`config.mk`:
```
export PLATFORM = sky130hd
export DESIGN_NAME = fwd_hazard_sb_unit
export DESIGN_NICKNAME = d
export VERILOG_FILES = /design/src/rtl/fwd_hazard_sb_unit.sv
export SDC_FILE = /design/constraint.sdc
export NUM_CORES = 1
export LEC_CHECK = 0
export CELL_PAD_IN_SITES_DETAIL_PLACEMENT = 0
export CELL_PAD_IN_SITES_GLOBAL_PLACEMENT = 1
export CORE_MARGIN = 2
export CORE_UTILIZATION = 28
export DETAILED_ROUTE_END_ITERATION = 8
export HOLD_SLACK_MARGIN = 0.15
export PLACE_DENSITY_LB_ADDON = 0.1
export SLEW_MARGIN = 20
export SYNTH_ARGS = -nofsm -noshare
export SYNTH_HDL_FRONTEND = slang
export SYNTH_SLANG_ARGS = --single-unit
```
`constraint.sdc`:
```
create_clock -name clk -period 6.8 [get_ports clk]
set_input_delay 0.68 -clock clk [delete_from_list [all_inputs] [get_ports clk]]
set_output_delay 0.68 -clock clk [all_outputs]
set_load 0.005 [all_outputs]
```
`src/rtl/fwd_hazard_sb_unit.sv`:
```
// rtl/fwd_hazard_sb_unit.sv - N-port operand forwarding, long-op scoreboard and ID stall generation
// Optional: define FWD_PERF_CNT_EN to build the saturating stall-cycle counters.
module fwd_hazard_sb_unit #(
    parameter int NUM_RD_PORTS  = 2,
    parameter int NUM_FW_STAGES = 3,
    parameter int XLEN          = 32,
    parameter int RADDR_W       = 5,
    parameter int LO_MAX_OUT    = 4
) (
    input  logic                              clk,
    input  logic                              rst_n,
    input  logic [NUM_RD_PORTS*RADDR_W-1:0]   rd_raddr_i,
    input  logic [NUM_RD_PORTS-1:0]           rd_re_i,
    input  logic [RADDR_W-1:0]                id_rd_i,
    input  logic                              id_we_i,
    input  logic [NUM_FW_STAGES*RADDR_W-1:0]  st_waddr_i,
    input  logic [NUM_FW_STAGES-1:0]          st_we_i,
    input  logic [NUM_FW_STAGES-1:0]          st_dvalid_i,
    input  logic [NUM_FW_STAGES*XLEN-1:0]     st_wdata_i,
    input  logic                              lo_issue_i,
    input  logic                              lo_cpl_i,
    input  logic [RADDR_W-1:0]                lo_cpl_rd_i,
    input  logic [XLEN-1:0]                   lo_cpl_data_i,
    input  logic                              flush_i,
    output logic [NUM_RD_PORTS-1:0]           fw_en_o,
    output logic [NUM_RD_PORTS*XLEN-1:0]      fw_data_o,
    output logic                              stall_o,
    output logic                              stall_raw_o,
    output logic                              stall_waw_o,
    output logic                              stall_struct_o,
    output logic [2**RADDR_W-1:0]             pending_o,
    output logic [$clog2(LO_MAX_OUT+1)-1:0]   lo_cnt_o,
    output logic                              sb_err_o,
    output logic [31:0]                       perf_raw_cnt_o,
    output logic [31:0]                       perf_waw_cnt_o,
    output logic [31:0]                       perf_struct_cnt_o
);

    localparam int NREGS = 2**RADDR_W;
    localparam int CNT_W = $clog2(LO_MAX_OUT+1);
    localparam logic [CNT_W-1:0] CNT_MAX = CNT_W'(LO_MAX_OUT);

    logic [NREGS-1:0]        pending_q;
    logic [NREGS-1:0]        pending_nxt;
    logic [CNT_W-1:0]        lo_cnt_q;
    logic                    sb_err_q;
    logic [NUM_RD_PORTS-1:0] port_raw;
    logic                    raw_c;
    logic                    waw_c;
    logic                    struct_c;
    logic                    cpl_valid;
    logic                    issue_fire;

    // Per-port operand resolution: youngest matching stage wins, scoreboard only if no stage matches.
    for (genvar p = 0; p < NUM_RD_PORTS; p++) begin : g_port
        logic [RADDR_W-1:0] raddr;
        logic               hit;
        logic               en;
        logic               raw;
        logic [XLEN-1:0]    data;

        assign raddr = rd_raddr_i[p*RADDR_W +: RADDR_W];

        always_comb begin
            hit  = 1'b0;
            en   = 1'b0;
            raw  = 1'b0;
            data = '0;
            if (rd_re_i[p] && (raddr != '0)) begin
                for (int s = 0; s < NUM_FW_STAGES; s++) begin
                    if (!hit && st_we_i[s] && (st_waddr_i[s*RADDR_W +: RADDR_W] == raddr)) begin
                        hit = 1'b1;
                        if (st_dvalid_i[s]) begin
                            en   = 1'b1;
                            data = st_wdata_i[s*XLEN +: XLEN];
                        end else begin
                            raw = 1'b1;
                        end
                    end
                end
                if (!hit && pending_q[raddr]) begin
                    if (lo_cpl_i && (lo_cpl_rd_i == raddr)) begin
                        en   = 1'b1;
                        data = lo_cpl_data_i;
                    end else begin
                        raw = 1'b1;
                    end
                end
            end
        end

        assign fw_en_o[p]                 = en;
        assign fw_data_o[p*XLEN +: XLEN]  = data;
        assign port_raw[p]                = raw;
    end

    assign raw_c    = |port_raw;
    assign waw_c    = id_we_i && (id_rd_i != '0) && pending_q[id_rd_i]
                      && !(lo_cpl_i && (lo_cpl_rd_i == id_rd_i));
    assign struct_c = lo_issue_i && (lo_cnt_q == CNT_MAX) && !lo_cpl_i;

    assign stall_raw_o    = raw_c    && !flush_i;
    assign stall_waw_o    = waw_c    && !flush_i;
    assign stall_struct_o = struct_c && !flush_i;
    assign stall_o        = stall_raw_o || stall_waw_o || stall_struct_o;

    assign issue_fire = lo_issue_i && !flush_i && !stall_o && (id_rd_i != '0);
    assign cpl_valid  = lo_cpl_i && (lo_cpl_rd_i != '0) && pending_q[lo_cpl_rd_i];

    // Clear before set so an issue and completion to the same register leaves it pending.
    always_comb begin
        pending_nxt = pending_q;
        if (cpl_valid) begin
            pending_nxt[lo_cpl_rd_i] = 1'b0;
        end
        if (issue_fire) begin
            pending_nxt[id_rd_i] = 1'b1;
        end
        pending_nxt[0] = 1'b0;
    end

    always_ff @(posedge clk or negedge rst_n) begin
        if (!rst_n) begin
            pending_q <= '0;
            lo_cnt_q  <= '0;
            sb_err_q  <= 1'b0;
        end else begin
            pending_q <= pending_nxt;
            if (issue_fire && !cpl_valid && (lo_cnt_q != CNT_MAX)) begin
                lo_cnt_q <= lo_cnt_q + 1'b1;
            end else if (!issue_fire && cpl_valid && (lo_cnt_q != '0)) begin
                lo_cnt_q <= lo_cnt_q - 1'b1;
            end
            if (lo_cpl_i && !cpl_valid) begin
                sb_err_q <= 1'b1;
            end
        end
    end

    assign pending_o = pending_q;
    assign lo_cnt_o  = lo_cnt_q;
    assign sb_err_o  = sb_err_q;

`ifdef FWD_PERF_CNT_EN
    logic [31:0] perf_raw_q;
    logic [31:0] perf_waw_q;
    logic [31:0] perf_struct_q;

    always_ff @(posedge clk or negedge rst_n) begin
        if (!rst_n) begin
            perf_raw_q    <= '0;
            perf_waw_q    <= '0;
            perf_struct_q <= '0;
        end else begin
            if (stall_raw_o && (perf_raw_q != 32'hFFFF_FFFF)) begin
                perf_raw_q <= perf_raw_q + 32'd1;
            end
            if (stall_waw_o && (perf_waw_q != 32'hFFFF_FFFF)) begin
                perf_waw_q <= perf_waw_q + 32'd1;
            end
            if (stall_struct_o && (perf_struct_q != 32'hFFFF_FFFF)) begin
                perf_struct_q <= perf_struct_q + 32'd1;
            end
        end
    end

    assign perf_raw_cnt_o    = perf_raw_q;
    assign perf_waw_cnt_o    = perf_waw_q;
    assign perf_struct_cnt_o = perf_struct_q;
`else
    assign perf_raw_cnt_o    = '0;
    assign perf_waw_cnt_o    = '0;
    assign perf_struct_cnt_o = '0;
`endif

endmodule

```
==> impl_metrics.toml <==
[timing]
finalCriticalPeriod_ps = 5270
slew_headroom_pct = 42.5
fin_skew_ps = 3.03
slew_violations = 0
finalHoldViolCount = 0
rsz0062_at_grt = "false"
holdWs_ps = 462
worst_pin_slew_ps = 859
tns_ps = 0
layout_setup_ws_ps = 1530
setup_viol = 0
clock.fmax_mhz = 190
post-route-period-util_pct = 77.6

[logic_synthesis]
async_flop_share_pct = 100
ys_types = 67
syn_inst = 785
synth_ff_type = "dfrtp_1"
yosysWarningCount = 0
synth_most_common_cell = "buf_4"
synthMuxAreaShare_pct = 11.4
synth_fa_ha_area_share_pct = 0.329
synthTopCellsByCount = "buf_4 (104), nand2_1 (90), o21ai_0 (56)"
synth_top_family_by_area = "compound AO/OA/AOI/OAI gates"
synth_area_per_cell_um2 = 7.75
post-synth-top-area-cell = "dfrtp_1"
synth_top_area_share_pct = 14.4
synth_area_mm2 = 0.00608
yosys.area_share.simple_pct = 19.9
synth-seq-cells = 35
synth-seq-area-share_pct = 14.4
synth_edf_count = 0
synth_xor_area_share_pct = 6.77
yosys-top-cells-area = "dfrtp_1 (14%), buf_4 (13%), nand2_1 (5.6%)"
synth-compound-area-share_pct = 28.9

[global_route]
grt_use_total_pct = 25.1
grt_pass1_vias = 6707
grt_pass1_wl_um = 43700
overflow = 0
antenna_found_initial = 2
grt_max_degree = 69

[power]
combinationalPowerShare_pct = 48.7
max-vdd-ir-drop_mv = 0.125
p_sw_share_pct = 37.8
p_sw_mw = 0.441
internal-power_mw = 0.726
seqPwrFrac_pct = 30.1
p_leak_nw = 3.12
p_clk_share_pct = 21.2
powerDensity_mw_per_mm2 = 133

[route]
routed_wirelength_um = 30800
avgRoutedWirePerCell_um = 23.9
drc = 0
ant_nets = 0
avgViaCountPerCell = 5.55
dr.pass1.iters = 5
drt_iter0_markers = 495
via_count = 7149

[final_layout]
fin_nets = 1190
design_area_mm2 = 0.00881
area.growth.synth_to_final_pct = 44.7
nFillCells = 2163
drive_gt1_share_pct = 5.63

[clocking]
clk_pin_slew_ps = 60
cts_buffers = 5
hold_buffers = 0
cts.repair.resized = 0
cts_tree = "done"
cts_root_buf = "clkbuf_16"
cts_max_path_buffers = 2
cts_setup_buffers = 0
cts-htree-levels = 2
clk_latency_ps = 280
cts.sinks = 35

[die]
die-height_um = 151
io_pins = 379
fp.dieW_um = 151
rows = 53
die_area_mm2 = 0.0229
coreArea_mm2 = 0.0212
start_util_pct = 28.8

[setup_path]
worstSetupStartpointType = "input pin"
r2r_cells = 10
worstReg2RegEnd = "lo_cnt_o[2]"
r2r-start = "pending_o[23]"
path_max_fanout = 26
worstSetupPathType = "input pin to output port"
crit_arrival_ps = 4590
cp-end-kind = "output port"
required_ps = 6120
rrSetupSlack_ps = 2990

[min_path]
min_from = "sb_err_o"
hold_path_depth = 1
hp-class = "flip-flop to flip-flop"
min_to = "sb_err_o"

[place]
dpl.hpwl_um = 23000
placed_cell_area_mm2 = 0.00865
gp_congestion = 0.886
port_buffers = 281
pre_cts_ws_ps = 1330

[run]
cap_violations = 0

[outcome]
status = "completed"
[worst max-delay path by stage]
stage	startpoint	depth (start not counted)	endpoint
floorplan	rd_raddr_i[0]	12	lo_cnt_o[2]
CTS	rd_raddr_i[2]	10	fw_data_o[31]
global placement	id_rd_i[0]	11	lo_cnt_o[2]
detailed placement	id_rd_i[0]	11	lo_cnt_o[2]
global route	rd_raddr_i[5]	11	fw_data_o[36]
finish	rd_raddr_i[2]	10	fw_data_o[31]
[stage by stage]
| stage | utilization, % | power (mW) | instances |
|---|---|---|---|
| 3_3_place_gp | 40.9 | 0.919 | 1280 |
| 4_1_cts | 41.6 | 1.17 | 1288 |
| 2_1_floorplan | - | 0.624 | 881 |
| 5_1_grt | 41.6 | 1.23 | 1289 |
| 3_5_place_dp | 40.9 | 0.915 | 1280 |
| 6_report | 41.6 | 1.17 | 1289 |
[critical path, cell delays in order]
cell	delay, ps
clkdlybuf4s50_1	960
xor2_1	190
nor4_1	60
and3_1	330
or3b_2	560
nor4b_4	550
buf_4	430
a221oi_1	150
nor2_1	130
clkdlybuf4s50_1	540
[layout by cell type (no fill, tap or decap), types with 4 or more instances in the layout]
cell type / count
conb_1: 97
buf_4: 15
xnor2_1: 25
clkbuf_16: 5
nor2_1: 44
xor2_1: 22
a31oi_1: 33
nor2b_1: 7
nand3_1: 11
a32oi_1: 32
or3_1: 8
o221ai_1: 5
a21oi_1: 6
nand3b_1: 8
dfrtp_1: 35
mux4_2: 12
nor3b_1: 6
nor4_1: 6
clkdlybuf4s50_1: 279
nand2_1: 90
o22ai_1: 4
a32o_1: 32
o211ai_1: 6
nand2b_1: 7
inv_1: 8
o21ai_0: 56
nor3_1: 15
mux2i_1: 32
or2_2: 5
o21ai_1: 8
a221oi_1: 32
[logic make-up (layout without fill, tap and decap cells)]
kind of cell / after synthesis / in the layout
compound gates: 236 / 236
simple gates: 236 / 236
buf+inv: 180 / 312
mux: 49 / 49
xor+xnor: 47 / 47
flops: 35 / 35
fa+ha+maj: 1 / 1
other cells: 1 / 98
[flip-flops by register name (all words and copies together), names as in the netlist]
name       flops
lo_cnt_o       3
sb_err_o       1
pending_o     31
[power groups by stage]
stage | Combinational (mW) | Sequential [mW] | Clock, mW
floorplan | 0.314 | 0.310 | 0
global placement | 0.564 | 0.355 | 0
detailed placement | 0.563 | 0.352 | 0
CTS | 0.567 | 0.350 | 0.249
global route | 0.616 | 0.359 | 0.257
finish | 0.568 | 0.352 | 0.248
[metal layers]
| metal | track usage (%) | part of all wire [%] | up-vias |
|---|---|---|---|
| li1 | - | - | 3256 |
| met5 | 0 | 0.026 | - |
| met4 | 5.00 | 2.1 | 2 |
| met2 | 40.8 | 46 | 386 |
| met3 | 4.13 | 8.8 | 40 |
| met1 | 35.1 | 43 | 3465 |
[layout make-up]
class | instances | area [µm²] | share of cell area [%]
inverters | 8 | 30.0 | 0.341
diodes | 1 | 2.50 | 0.0284
clock buffers | 8 | 156 | 1.78
flip-flops and latches | 35 | 876 | 9.95
well taps | 275 | 344 | 3.91
repair buffers | 296 | 2920 | 33.1
multi-input cells | 666 | 4480 | 50.9
No activity file was read; power rests on OpenSTA's default activity.
